### config.mk
export PLATFORM = sky130hd
export DESIGN_NAME = control_sequencer
export DESIGN_NICKNAME = d
export VERILOG_FILES = /design/src/rtl/control_sequencer.sv
export SDC_FILE = /design/constraint.sdc
export NUM_CORES = 1
export LEC_CHECK = 0
export CAP_MARGIN = 15
export CORE_MARGIN = 2
export CORE_UTILIZATION = 30
export CTS_BUF_LIST = sky130_fd_sc_hd__clkbuf_2 sky130_fd_sc_hd__clkbuf_4 sky130_fd_sc_hd__clkbuf_8
export DETAILED_ROUTE_END_ITERATION = 7
export PLACE_DENSITY = 0.73
export SLEW_MARGIN = 25
export SYNTH_ARGS = -nofsm -noshare
export SYNTH_HDL_FRONTEND = slang
export SYNTH_SLANG_ARGS = --single-unit
### constraint.sdc
create_clock -name clock -period 3.8 [get_ports clock]
set_input_delay 1.14 -clock clock [delete_from_list [all_inputs] [get_ports clock]]
set_output_delay 1.14 -clock clock [all_outputs]
set_load 0.01 [all_outputs]
### src/rtl/control_sequencer.sv
// Hardwired control sequencer: IDLE, T0..T6, HALT; fetch in T0-T2, execute from T3.
// Defining MULDIV_EN adds MUL/DIV sequencing and state T6; otherwise both opcodes are illegal.
module control_sequencer (
    input  logic        clock,
    input  logic        clear,
    input  logic [31:0] IR,
    input  logic        stall,
    output logic [15:0] regIn,
    output logic [15:0] regOut,
    output logic        HiIn,
    output logic        LoIn,
    output logic        ZIn,
    output logic        PCIn,
    output logic        MDRIn,
    output logic        YIn,
    output logic        IRIn,
    output logic        MARIn,
    output logic        HiOut,
    output logic        LoOut,
    output logic        ZHiOut,
    output logic        ZLoOut,
    output logic        PCOut,
    output logic        MDROut,
    output logic        MDRread,
    output logic        IncPC,
    output logic [4:0]  ALUcode,
    output logic        illegal,
    output logic        halted
);

    typedef enum logic [3:0] {
        IDLE = 4'd0,
        T0   = 4'd1,
        T1   = 4'd2,
        T2   = 4'd3,
        T3   = 4'd4,
        T4   = 4'd5,
        T5   = 4'd6,
`ifdef MULDIV_EN
        T6   = 4'd7,
`endif
        HALT = 4'd8
    } state_t;

    localparam logic [4:0] OP_ADD  = 5'b00011;
    localparam logic [4:0] OP_SUB  = 5'b00100;
    localparam logic [4:0] OP_AND  = 5'b00101;
    localparam logic [4:0] OP_OR   = 5'b00110;
    localparam logic [4:0] OP_SHR  = 5'b00111;
    localparam logic [4:0] OP_SHRA = 5'b01000;
    localparam logic [4:0] OP_SHL  = 5'b01001;
    localparam logic [4:0] OP_ROR  = 5'b01010;
    localparam logic [4:0] OP_ROL  = 5'b01011;
    localparam logic [4:0] OP_MUL  = 5'b01111;
    localparam logic [4:0] OP_DIV  = 5'b10000;
    localparam logic [4:0] OP_NEG  = 5'b10001;
    localparam logic [4:0] OP_NOT  = 5'b10010;
    localparam logic [4:0] OP_NOP  = 5'b11010;
    localparam logic [4:0] OP_HALT = 5'b11011;

    state_t      state;
    state_t      next_state;
    logic [4:0]  opcode;
    logic [15:0] sel_ra;
    logic [15:0] sel_rb;
    logic [15:0] sel_rc;
    logic        is_bin;
    logic        is_una;
    logic        is_nop;
    logic        is_halt;
    logic        is_muldiv;
    logic        is_illegal;
    logic        unused_ir;

    assign opcode    = IR[31:27];
    assign sel_ra    = 16'd1 << IR[26:23];
    assign sel_rb    = 16'd1 << IR[22:19];
    assign sel_rc    = 16'd1 << IR[18:15];
    assign unused_ir = ^IR[14:0];

    always_comb begin
        is_bin    = 1'b0;
        is_una    = 1'b0;
        is_nop    = 1'b0;
        is_halt   = 1'b0;
        is_muldiv = 1'b0;
        case (opcode)
            OP_ADD, OP_SUB, OP_AND, OP_OR, OP_SHR,
            OP_SHRA, OP_SHL, OP_ROR, OP_ROL: is_bin    = 1'b1;
            OP_NEG, OP_NOT:                  is_una    = 1'b1;
            OP_NOP:                          is_nop    = 1'b1;
            OP_HALT:                         is_halt   = 1'b1;
`ifdef MULDIV_EN
            OP_MUL, OP_DIV:                  is_muldiv = 1'b1;
`endif
            default: ;
        endcase
        is_illegal = !(is_bin || is_una || is_nop || is_halt || is_muldiv);
    end

    always_ff @(posedge clock or posedge clear) begin
        if (clear) begin
            state <= IDLE;
        end else begin
            state <= next_state;
        end
    end

    // Stall only freezes the state; the per-state decode is untouched so strobes repeat on resume.
    always_comb begin
        next_state = state;
        if (!stall) begin
            case (state)
                IDLE: next_state = T0;
                T0:   next_state = T1;
                T1:   next_state = T2;
                T2: begin
                    if (is_nop) begin
                        next_state = T0;
                    end else if (is_halt) begin
                        next_state = HALT;
                    end else begin
                        next_state = T3;
                    end
                end
                T3:   next_state = (is_bin || is_una || is_muldiv) ? T4 : T0;
                T4:   next_state = is_una ? T0 : T5;
`ifdef MULDIV_EN
                T5:   next_state = is_muldiv ? T6 : T0;
                T6:   next_state = T0;
`else
                T5:   next_state = T0;
`endif
                HALT: next_state = HALT;
                default: next_state = IDLE;
            endcase
        end
    end

    always_comb begin
        regIn   = '0;
        regOut  = '0;
        HiIn    = 1'b0;
        LoIn    = 1'b0;
        ZIn     = 1'b0;
        PCIn    = 1'b0;
        MDRIn   = 1'b0;
        YIn     = 1'b0;
        IRIn    = 1'b0;
        MARIn   = 1'b0;
        HiOut   = 1'b0;
        LoOut   = 1'b0;
        ZHiOut  = 1'b0;
        ZLoOut  = 1'b0;
        PCOut   = 1'b0;
        MDROut  = 1'b0;
        MDRread = 1'b0;
        IncPC   = 1'b0;
        ALUcode = '0;
        illegal = 1'b0;
        halted  = 1'b0;
        case (state)
            T0: begin
                PCOut   = 1'b1;
                MARIn   = 1'b1;
                IncPC   = 1'b1;
                ZIn     = 1'b1;
                ALUcode = OP_ADD;
            end
            T1: begin
                ZLoOut  = 1'b1;
                PCIn    = 1'b1;
                MDRread = 1'b1;
                MDRIn   = 1'b1;
            end
            T2: begin
                MDROut = 1'b1;
                IRIn   = 1'b1;
            end
            T3: begin
                if (is_bin) begin
                    regOut = sel_rb;
                    YIn    = 1'b1;
                end else if (is_una) begin
                    regOut  = sel_rb;
                    ZIn     = 1'b1;
                    ALUcode = opcode;
                end else if (is_muldiv) begin
                    regOut = sel_ra;
                    YIn    = 1'b1;
                end else if (is_illegal) begin
                    illegal = 1'b1;
                end
            end
            T4: begin
                if (is_bin) begin
                    regOut  = sel_rc;
                    ZIn     = 1'b1;
                    ALUcode = opcode;
                end else if (is_una) begin
                    ZLoOut = 1'b1;
                    regIn  = sel_ra;
                end else if (is_muldiv) begin
                    regOut  = sel_rb;
                    ZIn     = 1'b1;
                    ALUcode = opcode;
                end
            end
            T5: begin
                if (is_bin) begin
                    ZLoOut = 1'b1;
                    regIn  = sel_ra;
                end else if (is_muldiv) begin
                    ZLoOut = 1'b1;
                    LoIn   = 1'b1;
                end
            end
`ifdef MULDIV_EN
            T6: begin
                ZHiOut = 1'b1;
                HiIn   = 1'b1;
            end
`endif
            HALT: halted = 1'b1;
            default: ;
        endcase
        // halted is a status level, not a strobe, so it survives a stall.
        if (stall) begin
            regIn   = '0;
            regOut  = '0;
            HiIn    = 1'b0;
            LoIn    = 1'b0;
            ZIn     = 1'b0;
            PCIn    = 1'b0;
            MDRIn   = 1'b0;
            YIn     = 1'b0;
            IRIn    = 1'b0;
            MARIn   = 1'b0;
            HiOut   = 1'b0;
            LoOut   = 1'b0;
            ZHiOut  = 1'b0;
            ZLoOut  = 1'b0;
            PCOut   = 1'b0;
            MDROut  = 1'b0;
            MDRread = 1'b0;
            IncPC   = 1'b0;
            ALUcode = '0;
            illegal = 1'b0;
        end
    end

endmodule

-- After elaboration in Yosys (flattened, before gate mapping)
Index checks and enable logic that the tools add are counted.
- output and inout port bits: 55
- register bits after elaboration: 4
- word-level logic and storage cells: 76
- bits of input ports: 35
- shift-type cells: 3
- equality and inequality tests: 20
- mux-type cells: 45
- reduce and logical (&&, ||, !) cells: 7
- operators with widths (kind ; number):
    2-to-1 mux 16 bit ; 8
    one-hot mux 16 bit (2 select lines) ; 2
    << shifter 1 x 4 -> 16 bit, first input constant ; 3
    one-hot mux 4 bit (7 select lines) ; 1
    2-to-1 mux 1 bit ; 23
    equality test 5 x 3 -> 1 bit, second input constant ; 4
    equality test 5 x 4 -> 1 bit, second input constant ; 4
    equality test 5 bit, second input constant ; 4
    2-to-1 mux 5 bit ; 4
    one-hot mux 5 bit (3 select lines) ; 1
    equality test 4 x 3 -> 1 bit, second input constant ; 3
    OR reduction 9 bit ; 1
    equality test 4 x 2 -> 1 bit, second input constant ; 2
    2-to-1 mux 4 bit ; 2
    2-to-1 mux 3 bit ; 2
    one-hot mux 1 bit (3 select lines) ; 2
    equality test 5 x 2 -> 1 bit, second input constant ; 1
    equality test 4 x 1 -> 1 bit, second input constant ; 1
    equality test 4 bit, second input constant ; 1
    logical NOT 4 bit ; 1
    OR reduction 2 bit ; 2
    logical OR 1 bit ; 3

-- Depth between registers and ports, before layout
- word-level depth: 11
- depth in mapped cells: 7

-- Least setup slack after synthesis
OpenSTA, ideal clock, no wires.
- path kind: input -> output
- start point: input port IR[31]
- end point: output port regIn[10]
- data required time: 2.660 ns
- cell stages on the path: 7
- arrival time: 2.630 ns
- path slack: 0.030 ns
- buffers on the path: 3
- cell sequence: buf_2 > nor3b_1 > and2_1 > clkbuf_1 > a31oi_1 > buf_2 > nor3_1
- word-level cells in the longest chain between the ends: 7
- RTL lines (element ; line ; source):
    start: declaration ; 6 ; input logic [31:0] IR,
    equality test 5 bit ; 87 ; case (opcode)
    OR reduction 2 bit ; 87 ;
    2-to-1 mux 1 bit ; 87 ;
    2-to-1 mux 16 bit ; 200 ; end else if (is_una) begin
    2-to-1 mux 16 bit ; 196 ; if (is_bin) begin
    one-hot mux 16 bit (2 select lines) (*) ; 162 ; case (state)
    2-to-1 mux 16 bit (*) ; 228 ; if (stall) begin
    end: declaration ; 8 ; output logic [15:0] regIn,
Mark *: on every way between the ends. The rest lies on a longest branch, timed or not.

-- Final worst setup path
- start point: input port stall
- end point: output port regOut[13]
- word-level cells in the longest chain between the ends: 1
- RTL lines (element ; line ; source):
    start: declaration ; 7 ; input logic stall,
    2-to-1 mux 16 bit ; 228 ;
    end: declaration ; 9 ; output logic [15:0] regOut,
No other way between the ends.

==> impl_results.md <==
- Outcome: finished, violations left
- Failing checks: setup timing
- Clk Tree Root Cell: sky130_fd_sc_hd__clkbuf_8
- EDFF count, synth: 0
- Mean cell area of the mapped netlist: 6.46 um^2
- Area added between synthesis and finish: 102%
- Portion of the post-synthesis area used by sequential elements: about 8.5%
- Number of buffers and inverters on the critical path: 2
- Number of flip-flops in the largest register: 4
- Number of sinks driven by the clock tree: 4
- Vertical die dimension: 66.8 um
- Die width: 66.8 um
- Register containing the most flip-flops in the final layout: state
- Final period util: 102%
- Final Hold Fails: 0
- First-pass GRT wire length: 7710 um
- Area of combinational cells with multiple inputs: roughly 1100 um^2
- DR pass1 iterations: 4
- Largest stage delay, worst path: 0.51 ns
- Most used DFF post-synth: sky130_fd_sc_hd__dfrtp_1
- Hold Path Stages: 3
- Fraction of layout cells with a size suffix above 1: 45.9%
- Most frequent cells in the layout: sky130_fd_sc_hd__buf_4 (54), sky130_fd_sc_hd__buf_2 (28), sky130_fd_sc_hd__clkdlybuf4s50_1 (18), sky130_fd_sc_hd__nand3_1 (13)
- DIE AREA: 4460 um^2
- Detailed-route DRC error count: 0
- DP Cell Count: about 330
- CTS tree: yes
- Largest delay share family, worst path: simple AND/OR/NAND/NOR gates
- Total number of placement rows: 22
- Kind of capture point of the worst setup path: output pin
- Unrepaired setup endpoints after global routing: yes
- Biggest registers after layout: state x4
- Core ar.: 3720 um^2
- CTS clock-pin slew for the worst setup and hold paths: roughly 0.03 ns
- Leakage power: roughly 0.0011 uW
- Boundary Pins: 90
- Setup CP Type: input pin to output pin
- Maximum level of the CTS H-tree: 1
- Pins over their slew limit: 0
- R2R setup slack: 2.23 ns
- Initial antenna violation count: 0
- Final setup margin: -0.0722 ns
- Wire length per cell: around 15 um
- Antenna Violating Nets Remaining: 0
- Vias: 1,870
- End-of-flow core utilization: 64.1%
- Hold bufs inserted after CTS: 0
- Setup crit start kind: input pin
- Mapped Cells: about 180
- Total half-perimeter wirelength after legalization and detailed placement: ~3700 um
- Flops & latches, synth: 4
- Worst r2r path cells: 5
- Number of distinct library cells after synthesis: 45
- Sum of overflow across all layers after global routing: 0
- Clock buffers created by TritonCTS: 3
- Fin nets: 333
- Count of input and output buffers: 69
- FILL cells: 348
- Setup slack at placement: -0.970 ns
- Via count normalized by instance count: between 5 and 6
- Achievable Freq: 258 MHz
- Clk_lat worst skew: 0.21 ns
- Number of antenna repair diodes: 0
- Ys Warns: 0
- WP data arrival: 2.73 ns
- Slowest cell on the critical path: sky130_fd_sc_hd__or4b_4
- Maximum net fanout on the critical path: 4
- Vias in the first global route: 1,659
- Worst setup skew after layout: 0.00239 ns
- GP Congestion: 0.862
- Logic depth of the worst path, buffers included: 6
- Post-Synthesis Cell Area: 1180 um^2
- Max-cap viol count: 0
- Global-route total usage across every layer: 22.0%
- Pin count of the biggest net entering global routing: 16
- Storage cell area: between 100 and 150 um^2
- Ratio of total power to cell area: 236 nW/um^2
- Class of the tightest hold or removal check: flip-flop to flip-flop
- Number of buffers on the longest clock path: 2
- Total Wirelength: 5130 um
- Most common cell after layout, fill and taps aside: sky130_fd_sc_hd__buf_4
- Initial drt markers: 83
- Post-layout min period: between 3 and 4 ns
- Cells along the critical path: buf_8, nor4b_4, or4b_4, or4b_1, o21ai_1, buf_2
- Crit path required time: 2.66 ns
- Initial standard-cell utilization of the core: 31.8%
- Final cell count without fillers: 344
- Worst IR drop on VDD: 0.220 mV
- Share of synthesized flip-flops with an asynchronous set or reset: 100%
- Total of endpoints with negative setup slack in the final report: 3
==> area by class of cell <==
type | instances | area share (%)
Inverter | 6 | 0.945
Sequential cell | 4 | 4.20
Multi-Input combinational cell | 153 | 47.3
Timing Repair Buffer | 130 | 43.3
Clock buffer | 3 | 1.73
Tap cell | 48 | 2.52
==> synth_stat cells (6+ instances only) <==
master | instances | share of area, %
sky130_fd_sc_hd__a21oi_1 | 7 | 3.0
sky130_fd_sc_hd__buf_2 | 7 | 3.0
sky130_fd_sc_hd__buf_4 | 10 | 6.3
sky130_fd_sc_hd__clkbuf_1 | 6 | 1.9
sky130_fd_sc_hd__inv_1 | 6 | 1.9
sky130_fd_sc_hd__nand2_1 | 11 | 3.5
sky130_fd_sc_hd__nand2b_1 | 7 | 3.7
sky130_fd_sc_hd__nand3_1 | 13 | 5.5
sky130_fd_sc_hd__nand4_1 | 8 | 4.2
sky130_fd_sc_hd__nor2_1 | 11 | 3.5
sky130_fd_sc_hd__nor3_1 | 14 | 5.9
sky130_fd_sc_hd__nor4_1 | 8 | 4.2
sky130_fd_sc_hd__o21ai_0 | 13 | 5.5
sky130_fd_sc_hd__o22ai_1 | 7 | 3.7
==> worst reg2reg max path: stages, from the launching register on <==
cell and delay, ns:
sky130_fd_sc_hd__dfrtp_1 0.45, sky130_fd_sc_hd__buf_4 0.19, sky130_fd_sc_hd__or3b_2 0.48, sky130_fd_sc_hd__inv_1 0.10
sky130_fd_sc_hd__o211ai_1 0.09, sky130_fd_sc_hd__o211ai_1 0.18
==> worst paths after layout <==
check | start | end
min in group asynchronous | clear | state[2]
hold reg to reg | state[2] | state[2]
hold / removal | state[2] | state[2]
setup reg to reg | state[3] | state[2]
max in group asynchronous | clear | state[3]
setup / recovery | stall | regOut[13]
==> per-stage QoR <==
stage	total power [uW]	TNS, ns	hold slack, ns	cell area, um^2
3_3_place_gp	432	-32.27	0.706	2180
3_5_place_dp	438	-32.85	0.726	2180
2_1_floorplan	267	0	0.637	1200
5_1_grt	601	-0.413	0.776	2380
4_1_cts	533	-0.105	0.733	2250
6_report	562	-0.118	0.730	2380
==> per-layer routing <==
metal | wire, um | track usage (%)
met1 | 2130 | 27.8
met2 | 2710 | 41.4
met3 | 284 | 2.20
met4 | 15 | 2.04
met5 | 0 | 0
==> power by group <==
| group | internal (uW) | switching, uW |
|---|---|---|
| Sequential | 56.5 | 14.8 |
| Combinational | 193 | 211 |
| Clock | 67.3 | 19.6 |
| Total | 316 | 246 |
==> repair_timing <==
item                                   in CTS  in global routing
setup buffers                               3                  8
gates cloned                                2                  0
setup endpoints to repair                  49                 42
resized for setup                         175                 49
pin swaps                                   7                  4
endpoints found under the hold margin       0                  0
==> logic make-up (layout without fill, tap and decap cells) <==
group | count (synthesis) | in the layout | share of synthesized area [%]
and+or+nand+nor | 102 | 102 | 51.6
AOI/OAI and AO/OA | 44 | 44 | 24.0
buffers and inverters | 30 | 139 | 14.1
DFF | 4 | 4 | 8.47
xor gates and xnor gates | 2 | 2 | 1.48
other | 1 | 5 | 0.317
Power figures use the tool's default switching activity.
